## config.mk

```make
export PLATFORM = sky130hd
export DESIGN_NAME = microblaze_soc
export DESIGN_NICKNAME = d
export VERILOG_FILES = /design/src/rtl/microblaze_soc.sv
export SDC_FILE = /design/constraint.sdc
export NUM_CORES = 1
export LEC_CHECK = 0
export CAP_MARGIN = 20
export CORE_ASPECT_RATIO = 1.25
export CORE_MARGIN = 3
export CORE_UTILIZATION = 35
export CTS_CLUSTER_SIZE = 30
export DETAILED_ROUTE_END_ITERATION = 7
export PLACE_DENSITY = 0.62
export SLEW_MARGIN = 10
export SYNTH_ARGS = -nofsm -noshare
export SYNTH_HDL_FRONTEND = slang
export SYNTH_SLANG_ARGS = --single-unit
export TNS_END_PERCENT = 100
```

## constraint.sdc

```tcl
create_clock -name clk -period 1.75 [get_ports clk]
set_input_delay 0.2625 -clock clk [delete_from_list [all_inputs] [get_ports clk]]
set_output_delay 0.2625 -clock clk [all_outputs]
set_load 0.05 [all_outputs]
```

## src/rtl/microblaze_soc.sv

```systemverilog
// microblaze_soc: LED controller that boots dark, runs a lamp test, then bounces a one-hot chaser forever
// Ports:
//   clk    - system clock, all state updates on its rising edge
//   reset_ - synchronous reset, active-high; restarts the whole boot sequence
//   led    - registered 8-bit LED drive, 1 = LED on
module microblaze_soc #(
    parameter int BOOT_CYCLES = 16,
    parameter int TICK_CYCLES = 64
) (
    input  logic       clk,
    input  logic       reset_,
    output logic [7:0] led
);
    localparam int BW = BOOT_CYCLES > 1 ? $clog2(BOOT_CYCLES) : 1;
    localparam int TW = $clog2(TICK_CYCLES);
    localparam logic [BW-1:0] BOOT_LAST = BW'(BOOT_CYCLES - 1);
    localparam logic [TW-1:0] TICK_LAST = TW'(TICK_CYCLES - 1);
    typedef enum logic [1:0] {BOOT, LAMP, RUN} state_t;
    state_t state, state_n;
    logic [BW-1:0] boot_cnt, boot_cnt_n;
    logic [TW-1:0] tick_cnt, tick_cnt_n;
    logic dir, dir_n;
    logic [7:0] led_n, shifted;
    logic tick_done, boot_done;
    always_ff @(posedge clk) begin
        if (reset_) begin
            state    <= BOOT;
            boot_cnt <= '0;
            tick_cnt <= '0;
            dir      <= 1'b0;
            led      <= 8'h00;
        end else begin
            state    <= state_n;
            boot_cnt <= boot_cnt_n;
            tick_cnt <= tick_cnt_n;
            dir      <= dir_n;
            led      <= led_n;
        end
    end
    // dir: 0 shifts toward the MSB, 1 toward the LSB; it flips on reaching either end
    always_comb begin
        state_n    = state;
        boot_cnt_n = boot_cnt;
        tick_cnt_n = tick_cnt;
        dir_n      = dir;
        led_n      = led;
        boot_done  = boot_cnt == BOOT_LAST;
        tick_done  = tick_cnt == TICK_LAST;
        shifted    = dir ? led >> 1 : led << 1;
        case (state)
            BOOT: begin
                boot_cnt_n = boot_done ? '0 : boot_cnt + 1'b1;
                if (boot_done) begin
                    led_n      = 8'hff;
                    tick_cnt_n = '0;
                    state_n    = LAMP;
                end
            end
            LAMP: begin
                tick_cnt_n = tick_done ? '0 : tick_cnt + 1'b1;
                if (tick_done) begin
                    led_n   = 8'h01;
                    dir_n   = 1'b0;
                    state_n = RUN;
                end
            end
            RUN: begin
                tick_cnt_n = tick_done ? '0 : tick_cnt + 1'b1;
                if (tick_done) begin
                    led_n = shifted;
                    dir_n = shifted == 8'h80 ? 1'b1 : shifted == 8'h01 ? 1'b0 : dir;
                end
            end
            default: begin
                state_n    = BOOT;
                led_n      = 8'h00;
                boot_cnt_n = '0;
                tick_cnt_n = '0;
                dir_n      = 1'b0;
            end
        endcase
    end
endmodule

```

==> key figures <==
Clocking
  – # hold bufs at CTS: 0
  – H-tree Lvls: 1
  – Root buffer cell: clkbuf_8
  – Clock net sink count: 21
  – Reg clk slew, reported paths: ~80 ps
  – Worst skew pair latency: ~260 ps
  – Num CTS Buffers: 3
  – Bufs on Longest Clock Path: 2
  – CTS tree: built

Worst setup path
  – Crit path max fanout: 8
  – Buf+Inv Stages, Crit Path: 0
  – WP data arrival: 1860 ps
  – Crit-path max cell delay: around 530 ps
  – Reg2reg setup slack: between 70 and 80 ps
  – Cells along the critical path: ha_4, nand3_2, and2_4, or4_1, a211oi_2
  – WS Path Type: flip-flop to flip-flop
  – CP required: 1930 ps
  – Critical Path Stages: 5
  – Worst R2R Path Depth: 5
  – Slowest CP cell: or4_1
  – Worst Setup End Kind: flip-flop
  – CP Launch Type: flip-flop
  – Crit path max-delay family: simple AND/OR/NAND/NOR gates

Drt
  – Antenna Violating Nets Remaining: 0
  – Detailed Route WL: 3050 um
  – Vias: 1144
  – WL/cell: 15.2 um
  – Detailed router's first-iteration violation count: 47
  – Detailed Routing Iterations Pass 1: 4
  – Vias per cell: 5.72
  – Remaining routing DRC violations: 0

GRT
  – Vias in the first global route: 1146
  – Global-route wire length before repair: between 5000 and 6000 um
  – GRT Overall Usage: 0.151
  – Pin count of the biggest net entering global routing: 18
  – Grt ovf: 0
  – Initial antenna violation count: 0

Placement
  – Dpl cell area: 1390 um2
  – Cell total after placement: 193
  – GP Congestion: 0.820
  – Port bufs: 9
  – Post-DP HPWL: 2080 um

Power and ir drop
  – Switching Fraction: 0.358
  – Internal power: 905 uW
  – Pleak: around 0.00055 uW
  – Power per cell area: roughly 930 nW/um2
  – Net switching power: 504 uW
  – Clock share of power: 0.226
  – Combinational Power Share: 0.349
  – Sequential share of power: 0.425
  – Maximum vdd drop: 0.508 mV

Layout
  – Layout Cells excl Fill: 200
  – Fin area: around 1500 um2
  – Layout cell share with drive strength beyond 1: 0.301
  – Area Growth Syn to Fin: 22.2%
  – N_diodes: 0
  – Final nets: 173

STA
  – F_max: between 500 and 600 MHz
  – Final Hold Viols: 0
  – RSZ-0062 raised after global routing: false
  – Part of the cycle the worst path needs: 0.958
  – Max Slew Vio Count: 0
  – Final Setup Violations: 0
  – Min Tclk post-route: roughly 1700 ps
  – Max-slew headroom: 0.733
  – Setup Skew: 6.98 ps
  – Worst Max-Slew Pin Slew: 397 ps

Status
  – Status: finished clean

Logic synthesis
  – Post-Syn Area: 1240 um2
  – Commonest cells in the netlist: a21oi_1, dfxtp_1, o21ai_0
  – Post-synth ARST share: 0
  – Largest cells by area after synthesis: dfxtp_1, a21oi_1, ha_1, or4_1, mux2_2
  – Top-count cell post-synth: a21oi_1
  – Netlist cell types: 37
  – Post-synth EDFFs: 0
  – Dominant cell type by area after synthesis: dfxtp_1
  – Post-synth top area share: 0.340
  – Post-Syn Nets: between 150 and 200
  – Yosys warns: 0
  – Syn avg cell area: between 8 and 9 um2
  – Sequential-to-total area share from yosys stat: 0.340
  – Ys flop type: dfxtp_1
  – Syn Inst Count: 145
  – Yosys reg bits: 21

Floorplan
  – Starting density of the core: 0.374
  – Die Height: 72.5 um
  – Die footprint: 4290 um2
  – Die extent in x: 59.2 um
  – # rows: 23
  – Core area: 3310 um2
  – Num ports: 10

Worst hold path
  – Hold Path Stages: 2
  – Worst Hold Class: flip-flop to flip-flop

Flow run
  – Maxcap violations: 0
power groups by stage:
| stage | sequential [uW] | clock [uW] | combinational (uW) |
|---|---|---|---|
| finish | 599 | 318 | 492 |
| global route | 610 | 350 | 539 |
| CTS | 587 | 331 | 460 |
| detailed placement | 599 | 0 | 453 |
| global placement | 595 | 0 | 441 |
| floorplan | 678 | 0 | 248 |
layout by cell type (no fill, tap or decap), types with 2 or more instances in the layout:
cell and count:
a211oi_2 2, a21boi_0 2, a21oi_1 22, buf_4 21, clkbuf_8 3, dfxtp_1 16
dfxtp_2 5, ha_1 3, ha_2 2, ha_4 2, inv_1 2, mux2_2 6
mux2i_1 3, nand2_1 7, nand2b_1 5, nand3_1 7, nand3b_1 4, nor2_1 4
nor2b_1 2, o21ai_0 13, or4_1 9
area by class of cell:
cell class,count,area (um2)
Fill cell,317,1800
Clock buffer,4,45.0
Inverter,2,7.51
Tap cell,37,46.3
Timing Repair Buffer,22,168
Multi-Input combinational cell,114,820
Sequential cell,21,427
registers in the layout, indices dropped and copies added (netlist names):
register / flops
led: 8
tick_cnt: 6
boot_cnt: 4
state: 2
dir: 1
layer usage:
layer | up-vias | part of all wire | track usage
li1 | 574 | - | -
met1 | 546 | 0.42 | 0.169
met2 | 20 | 0.53 | 0.273
met3 | 4 | 0.030 | 0.0214
met4 | 0 | 0.017 | 0.0705
met5 | - | 0 | 0
metrics by stage:
step / hold WS [ps] / total power (uW) / worst slack [ps] / TNS (ps) / util
6_report: 497 / 1410 / 73.7 / 0 / 0.457
5_1_grt: 517 / 1500 / 1.23 / 0 / 0.457
4_1_cts: 474 / 1380 / 6.17 / 0 / 0.436
3_5_place_dp: 464 / 1050 / -18.9 / -18.9 / 0.419
3_3_place_gp: 458 / 1040 / 67.4 / 0 / 0.419
2_1_floorplan: 443 / 926 / 19.0 / 0 / -
path summary, 6_finish.rpt:
path,from,endpoint
worst max-delay path,boot_cnt[0],tick_cnt[5]
worst max register to register,boot_cnt[0],tick_cnt[5]
worst min register to register,boot_cnt[0],boot_cnt[0]
worst min-delay path,boot_cnt[0],boot_cnt[0]
worst min-delay path: cells and delay by family (launching register included):
kind	cells	cell delay, ps
flops	1	350
compound gates	1	50
simple gates	1	60
timing repair:
action | 4_1_cts | 5_1_grt
setup endpoints to repair | 5 | 12
resized for setup | 3 | 15
gates cloned | 0 | 1
pin swaps | 0 | 1
setup buffers | 0 | 2
endpoints found under the hold margin | 0 | 0
logic make-up after synthesis:
logic type	count (synthesis)	share of synthesized area
AOI/OAI and AO/OA	46	0.211
adders and majority gates	7	0.0708
buffers and inverters	11	0.0475
DFF	21	0.340
muxes	9	0.0789
and+or+nand+nor	51	0.252
No activity file was read; power rests on OpenSTA's default activity.
